**src/rtl/snoop_bus_pkg.sv**
```systemverilog
// rtl/snoop_bus_pkg.sv - shared types and sizes for the coherence snoop bus
package snoop_bus_pkg;

    localparam int TAG_W            = 8;
    localparam int IDX_W            = 5;
    localparam int SNOOP_RSPQ_DEPTH = 4;

    typedef enum logic [1:0] {
        NONE  = 2'd0,
        GET_S = 2'd1,
        GET_M = 2'd2,
        PUT_M = 2'd3
    } message_t;

    typedef enum logic [1:0] {
        BUS_NONE  = 2'd0,
        BUS_LOAD  = 2'd1,
        BUS_STORE = 2'd2
    } bus_command_t;

    typedef enum logic {
        ST_IDLE = 1'b0,
        ST_HOLD = 1'b1
    } stage_state_t;

    typedef struct packed {
        logic        vld;
        logic        id;
        logic        dvld;
        logic [3:0]  memtag;
        logic [63:0] data;
    } rspq_entry_t;

    function automatic logic [63:0] line_addr(input logic [TAG_W-1:0] tag,
                                              input logic [IDX_W-1:0] idx);
        line_addr = {{(64-TAG_W-IDX_W-3){1'b0}}, tag, idx, 3'b000};
    endfunction

endpackage

```
**src/rtl/snoop_bus_rspq.sv**
```systemverilog
// rtl/snoop_bus_rspq.sv - in-order GET_S response queue with memory-tag fill
module snoop_bus_rspq
    import snoop_bus_pkg::*;
#(
    parameter int DEPTH = SNOOP_RSPQ_DEPTH
) (
    input  logic        clk,
    input  logic        rst,
    input  logic        alloc_en,
    input  logic        alloc_id,
    input  logic        alloc_dvld,
    input  logic [3:0]  alloc_memtag,
    input  logic [63:0] alloc_data,
    input  logic [3:0]  fill_tag,
    input  logic [63:0] fill_data,
    input  logic [1:0]  ack,
    output logic        full,
    output logic        head_vld,
    output logic        head_id,
    output logic [63:0] head_data
);

    localparam int PW = $clog2(DEPTH);
    localparam logic [PW:0] PTR_ONE = 1;

    rspq_entry_t entries [DEPTH];
    logic [PW:0]   head_ptr;
    logic [PW:0]   tail_ptr;
    logic [PW-1:0] head_slot;
    logic [PW-1:0] tail_slot;
    logic          pop;

    assign head_slot = head_ptr[PW-1:0];
    assign tail_slot = tail_ptr[PW-1:0];
    assign full      = (head_ptr[PW] != tail_ptr[PW]) && (head_slot == tail_slot);
    assign head_vld  = entries[head_slot].vld & entries[head_slot].dvld;
    assign head_id   = entries[head_slot].id;
    assign head_data = entries[head_slot].data;
    // Only the owning cpu may consume the head; the other ack is ignored.
    assign pop       = head_vld & ack[entries[head_slot].id];

    always_ff @(posedge clk or posedge rst) begin
        if (rst) begin
            head_ptr <= '0;
            tail_ptr <= '0;
            for (int i = 0; i < DEPTH; i++) begin
                entries[i] <= '0;
            end
        end else begin
            if (fill_tag != 4'd0) begin
                for (int i = 0; i < DEPTH; i++) begin
                    if (entries[i].vld && !entries[i].dvld && entries[i].memtag == fill_tag) begin
                        entries[i].dvld <= 1'b1;
                        entries[i].data <= fill_data;
                    end
                end
            end
            if (pop) begin
                entries[head_slot].vld <= 1'b0;
                head_ptr               <= head_ptr + PTR_ONE;
            end
            // Caller never allocates while full, so tail never aliases head here.
            if (alloc_en) begin
                entries[tail_slot] <= '{vld: 1'b1, id: alloc_id, dvld: alloc_dvld,
                                        memtag: alloc_memtag, data: alloc_data};
                tail_ptr           <= tail_ptr + PTR_ONE;
            end
        end
    end

endmodule

```
**src/rtl/snoop_bus.sv**
```systemverilog
// rtl/snoop_bus.sv - two-cpu snoop bus: round-robin stage, memory mux, response queue
module snoop_bus
    import snoop_bus_pkg::*;
#(
    parameter int RSPQ_DEPTH = SNOOP_RSPQ_DEPTH
) (
    input  logic                  clk,
    input  logic                  rst,
    input  logic [1:0]            Dctrl2bus_req_en_i,
    input  logic [1:0][TAG_W-1:0] Dctrl2bus_req_tag_i,
    input  logic [1:0][IDX_W-1:0] Dctrl2bus_req_idx_i,
    input  logic [1:0][63:0]      Dctrl2bus_req_data_i,
    input  logic [1:0][1:0]       Dctrl2bus_req_message_i,
    input  logic [1:0]            Dctrl2bus_rsp_vld_i,
    input  logic [1:0][63:0]      Dctrl2bus_rsp_data_i,
    input  logic [1:0]            Dctrl2bus_rsp_ack_i,
    output logic                  bus2Dctrl_req_ack_o,
    output logic                  bus2Dctrl_req_id_o,
    output logic [TAG_W-1:0]      bus2Dctrl_req_tag_o,
    output logic [IDX_W-1:0]      bus2Dctrl_req_idx_o,
    output message_t              bus2Dctrl_req_message_o,
    output logic                  bus2Dctrl_rsp_vld_o,
    output logic                  bus2Dctrl_rsp_id_o,
    output logic [63:0]           bus2Dctrl_rsp_data_o,
    output bus_command_t          proc2mem_command_o,
    output logic [63:0]           proc2mem_addr_o,
    output logic [63:0]           proc2mem_data_o,
    input  logic [3:0]            mem2proc_response_i,
    input  logic [63:0]           mem2proc_data_i,
    input  logic [3:0]            mem2proc_tag_i
);

    stage_state_t     state;
    logic             rr_ptr;
    logic             stage_id;
    logic [TAG_W-1:0] stage_tag;
    logic [IDX_W-1:0] stage_idx;
    logic [63:0]      stage_data;
    message_t         stage_msg;

    logic             grant_id;
    logic             peer_hit;
    logic             owner_abort;
    logic             commit;
    logic             alloc_en;
    logic             alloc_dvld;
    logic             q_full;
    bus_command_t     command;

    assign grant_id    = Dctrl2bus_req_en_i[rr_ptr] ? rr_ptr : ~rr_ptr;
    assign peer_hit    = Dctrl2bus_rsp_vld_i[~stage_id];
    assign owner_abort = !Dctrl2bus_req_en_i[stage_id]
                       || (Dctrl2bus_req_tag_i[stage_id] != stage_tag)
                       || (Dctrl2bus_req_idx_i[stage_id] != stage_idx)
                       || (Dctrl2bus_req_message_i[stage_id] != stage_msg);

    always_comb begin
        command    = BUS_NONE;
        commit     = 1'b0;
        alloc_en   = 1'b0;
        alloc_dvld = 1'b0;
        if (state == ST_HOLD && !owner_abort) begin
            case (stage_msg)
                GET_M: commit = 1'b1;
                PUT_M: begin
                    command = BUS_STORE;
                    commit  = (mem2proc_response_i != 4'd0);
                end
                GET_S: begin
                    // A full queue stalls both the peer-hit and the memory path.
                    if (!q_full) begin
                        if (peer_hit) begin
                            commit     = 1'b1;
                            alloc_en   = 1'b1;
                            alloc_dvld = 1'b1;
                        end else begin
                            command  = BUS_LOAD;
                            commit   = (mem2proc_response_i != 4'd0);
                            alloc_en = commit;
                        end
                    end
                end
                default: ;
            endcase
        end
    end

    always_ff @(posedge clk or posedge rst) begin
        if (rst) begin
            state      <= ST_IDLE;
            rr_ptr     <= 1'b0;
            stage_id   <= 1'b0;
            stage_tag  <= '0;
            stage_idx  <= '0;
            stage_data <= '0;
            stage_msg  <= NONE;
        end else begin
            case (state)
                ST_IDLE: begin
                    if (|Dctrl2bus_req_en_i) begin
                        stage_id   <= grant_id;
                        stage_tag  <= Dctrl2bus_req_tag_i[grant_id];
                        stage_idx  <= Dctrl2bus_req_idx_i[grant_id];
                        stage_data <= Dctrl2bus_req_data_i[grant_id];
                        stage_msg  <= message_t'(Dctrl2bus_req_message_i[grant_id]);
                        state      <= ST_HOLD;
                    end
                end
                ST_HOLD: begin
                    if (owner_abort) begin
                        state <= ST_IDLE;
                    end else if (commit) begin
                        state  <= ST_IDLE;
                        rr_ptr <= ~stage_id;
                    end
                end
                default: state <= ST_IDLE;
            endcase
        end
    end

    assign bus2Dctrl_req_ack_o     = commit;
    assign bus2Dctrl_req_id_o      = (state == ST_HOLD) ? stage_id : 1'b0;
    assign bus2Dctrl_req_tag_o     = (state == ST_HOLD) ? stage_tag : '0;
    assign bus2Dctrl_req_idx_o     = (state == ST_HOLD) ? stage_idx : '0;
    assign bus2Dctrl_req_message_o = (state == ST_HOLD) ? stage_msg : NONE;

    assign proc2mem_command_o = command;
    assign proc2mem_addr_o    = (command != BUS_NONE) ? line_addr(stage_tag, stage_idx) : 64'd0;
    assign proc2mem_data_o    = (command == BUS_STORE) ? stage_data : 64'd0;

    snoop_bus_rspq #(.DEPTH(RSPQ_DEPTH)) u_rspq (
        .clk          (clk),
        .rst          (rst),
        .alloc_en     (alloc_en),
        .alloc_id     (stage_id),
        .alloc_dvld   (alloc_dvld),
        .alloc_memtag (peer_hit ? 4'd0 : mem2proc_response_i),
        .alloc_data   (peer_hit ? Dctrl2bus_rsp_data_i[~stage_id] : 64'd0),
        .fill_tag     (mem2proc_tag_i),
        .fill_data    (mem2proc_data_i),
        .ack          (Dctrl2bus_rsp_ack_i),
        .full         (q_full),
        .head_vld     (bus2Dctrl_rsp_vld_o),
        .head_id      (bus2Dctrl_rsp_id_o),
        .head_data    (bus2Dctrl_rsp_data_o)
    );

endmodule
```
**config.mk**
```make
export PLATFORM = sky130hd
export DESIGN_NAME = snoop_bus
export DESIGN_NICKNAME = d
export VERILOG_FILES = /design/src/rtl/snoop_bus_pkg.sv /design/src/rtl/snoop_bus_rspq.sv /design/src/rtl/snoop_bus.sv
export SDC_FILE = /design/constraint.sdc
export NUM_CORES = 1
export LEC_CHECK = 0
export ABC_CLOCK_PERIOD_IN_PS = 15600
export CORE_MARGIN = 2
export CORE_UTILIZATION = 37
export CTS_CLUSTER_SIZE = 28
export DETAILED_ROUTE_END_ITERATION = 8
export GPL_TIMING_DRIVEN = 1
export SYNTH_ARGS = -nofsm -noshare
export SYNTH_HDL_FRONTEND = slang
export SYNTH_SLANG_ARGS = --single-unit
```
**constraint.sdc**
```tcl
create_clock -name clk -period 15.6 [get_ports clk]
set_clock_uncertainty 0.15 [all_clocks]
set_input_delay 2.34 -clock clk [delete_from_list [all_inputs] [get_ports clk]]
set_output_delay 2.34 -clock clk [all_outputs]
set_load 0.03 [all_outputs]
```
==> metrics <==
fin crit share=54.38%; Die Height=244.6 µm; Post-synth top flop=dfrtp_1; Adder-Cell Fraction of Synth Area=0.4675%; num rows=88; Synth Cell Area=0.02141 mm²; Clock Sinks=372; fin area=0.02844 mm²; Synth Area in Simple Gates=6.586%; Required @ worst endpoint=13110 ps; worst vdd ir=0.00006760 V; Crit path max-delay family=simple AND/OR/NAND/NOR gates; post_cts resized=0; cell mode on critical path=clkdlybuf4s50_1; CTS tree=done; cell taking the most area after synthesis=dfrtp_1; number of remaining DRC errors=0; Fin. Hold Viols=0; xor/xnor share of the synthesized area=1.554%; RSZ-0062 raised after global routing=no; first-pass GRT wire length=101.7 mm; Pre-Repair DR Iteration Count=5; DP HPWL=45.09 mm; crit path cell chain=clkdlybuf4s50_1 -> mux2i_1 -> xnor2_1 -> nor4_1 -> nand4_1 -> nor2_4 -> and2_1 -> clkdlybuf4s50_1; drt wl/cell=22.28 µm; Worst Setup End Kind=output pin; Max clock buf depth=3; share of layout cells above drive strength 1=10.27%; Mean Syn Cell Area=12.15 µm²; final WL=67.40 mm; Crit Reg-Reg Startpoint=stage_id$_DFFE_PP0P_; post-CTS setup buffers=0; reg2reg end=u_rspq.entries[66]$_DFFE_PP0P_; final layout net count=2597; largest net degree at the start of global routing=165; DR vias/cell=5.107; main combinational cell family by area after synthesis=multiplexers; H-tree levels=2; clock latency on the worst-skew pair=570 ps; Final Wtd Congestion=0.8312; Fin Setup TNS=0 ps; cts hold-fix bufs=0; Vias=15448; setup violators final=0; worst slew pin tran=1124 ps; Setup crit start=Dctrl2bus_req_message_i[3]; # port buffers=527; post-layout util=49.49%; Syn Inst Count=1762; final cell count without fillers=3025; mux cell area share after synthesis=40.02%; final worst path period need=8483 ps; crit path max fanout=65; Slew Viols, Final=0; sequential fraction of the synthesis area=43.48%; initial antenna violation count=3; TritonCTS Buffers=45; Crit path largest cell delay=940 ps; Filler cells=5173; num ports=579; area post-placement=0.02695 mm²; Routed Antenna Nets=0; Syn-to-layout area delta=32.84%; Die Span X=244.6 µm; Root Driver=clkbuf_16; Hold Path Class=register to register; Reg2Reg Depth=8; vias in the first global route=16854; Max Clock Freq=117.9 MHz; Die ar.=0.05981 mm²; Reg clk slew, reported paths=60 ps; power per cell area=87.08 mW/mm²; status=finished, final reports clean; CP Buf/Inv Count=2; DP Cell Count=2941; FF+latch count, synth=372; CP max-delay cell=nor2_4; GRT Total Usage=22.15%; top cells by area, synth=dfrtp_1, mux2i_1, mux4_2; R2R Setup Slk=10730 ps; DRT iter0 DRCs=710; Worst EP arrival=5990 ps; count of cell types in the netlist=37; Static Leakage=0.01359 µW; CP endpoint=proc2mem_data_o[44]; gr ovfl total=0; Async SR Flop Fraction=100.0%; Post-synth EDFFs=0; YS warnings=0; initial core utilization=37.25%; Max-Cap Viols=0; startpoint types=primary input; critical path depth=8; area fraction in compound gates after synthesis=2.484%; CP Class=primary input to output pin; post-synth top area share=43.48%; core area=0.05748 mm²; Slew HR=25.09%
## registers in the layout, summed over array words and instances, names as in the netlist
register and cells:
u_rspq.entries 284, stage_data 64, stage_id 1, stage_idx 5
stage_msg 2, stage_tag 8, u_rspq.head_ptr 3, rr_ptr 1
state 1, u_rspq.tail_ptr 3
## cell families (layout without fill, tap and decap cells)
family	Yosys count	count (layout)
flops	372	372
other cells	1	52
mux	764	764
fa+ha+maj	8	8
compound gates	100	100
xor+xnor	38	38
buf+inv	191	638
simple gates	288	288
## stage by stage
| step | setup WS [ps] | hold slack (ps) | power [µW] |
|---|---|---|---|
| final | 7117 | 336.2 | 2477 |
| after detailed placement | 7155 | 317.4 | 1438 |
| after global placement | 7237 | 313.7 | 1436 |
| after CTS | 7140 | 338.2 | 2516 |
| after floorplan | 2779 | 291.8 | 1256 |
| after global routing | 6897 | 358.1 | 2591 |
## cells in the mapped netlist (2+ instances only)
master and number:
and2_1 97, mux2i_1 612, buf_2 37, o21ai_0 82
mux4_2 65, buf_6 12, nor3_1 2, dfrtp_1 372
nand4b_1 4, a21oi_1 4, nand2_1 153, a21o_1 4
a31oi_1 5, xor2_1 15, xnor2_1 23, mux2_2 67
buf_1 15, and3_1 6, ha_1 8, nor4_1 14
buf_4 77, nor2_1 7, mux2_1 20, inv_1 7
clkbuf_1 42
## final cells by class
cell class              instances  area [µm²]  area share [%]
diodes                          1       2.502        0.008798
flip-flops and latches        372        9320           32.77
clock inverters                10       110.1          0.3871
multi-input cells            1249       11190           39.34
inverters                       7       33.78          0.1188
clock buffers                  73        1384           4.865
well taps                     765       957.2           3.365
repair buffers                548        5445           19.14
## cells in the final DEF, fill, tap and decap left out, types with 20 or more instances in the layout
| master | synthesis | final |
|---|---|---|
| mux2i_1 | 612 | 612 |
| clkdlybuf4s50_1 | 0 | 527 |
| dfrtp_1 | 372 | 369 |
| nand2_1 | 153 | 153 |
| and2_1 | 97 | 97 |
| o21ai_0 | 82 | 82 |
| mux2_2 | 67 | 66 |
| mux4_2 | 65 | 65 |
| conb_1 | 1 | 51 |
| clkbuf_16 | 0 | 47 |
| xnor2_1 | 23 | 23 |
| mux2_1 | 20 | 20 |
| buf_4 | 77 | 20 |
## tightest hold or removal path, cell delays in order (launching register included)
cell and delay [ps]:
dfrtp_1 340, nand2_1 50, o21ai_0 60
## metal layers
metal / up-vias / GRT usage [%] / part of all wire (%)
met5: - / 0 / 0.018
met4: 2 / 5.039 / 1.9
met3: 80 / 4.467 / 5.0
met2: 416 / 40.54 / 53
met1: 7814 / 26.64 / 41
li1: 7136 / - / -
## worst min path at each step
stage | from | endpoint | slack (ps) | cells after the start
global route | stage_data[35]$_DFFE_PP0P_ | stage_data[35]$_DFFE_PP0P_ | 360 | 2
detailed placement | stage_data[26]$_DFFE_PP0P_ | stage_data[26]$_DFFE_PP0P_ | 320 | 2
CTS | stage_data[12]$_DFFE_PP0P_ | stage_data[12]$_DFFE_PP0P_ | 340 | 2
global placement | u_rspq.entries[69]$_DFFE_PP0P_ | u_rspq.entries[69]$_DFFE_PP0P_ | 310 | 1
floorplan | stage_data[0]$_DFFE_PP0P_ | stage_data[0]$_DFFE_PP0P_ | 290 | 2
finish | stage_data[26]$_DFFE_PP0P_ | stage_data[26]$_DFFE_PP0P_ | 340 | 2
## report_power, final
group	internal [µW]	switching [µW]	total [µW]
sequential	1010	47.5	1050
clock	639	421	1060
combinational	172	192	364
total	1820	660	2480
Power figures use the tool's default switching activity.
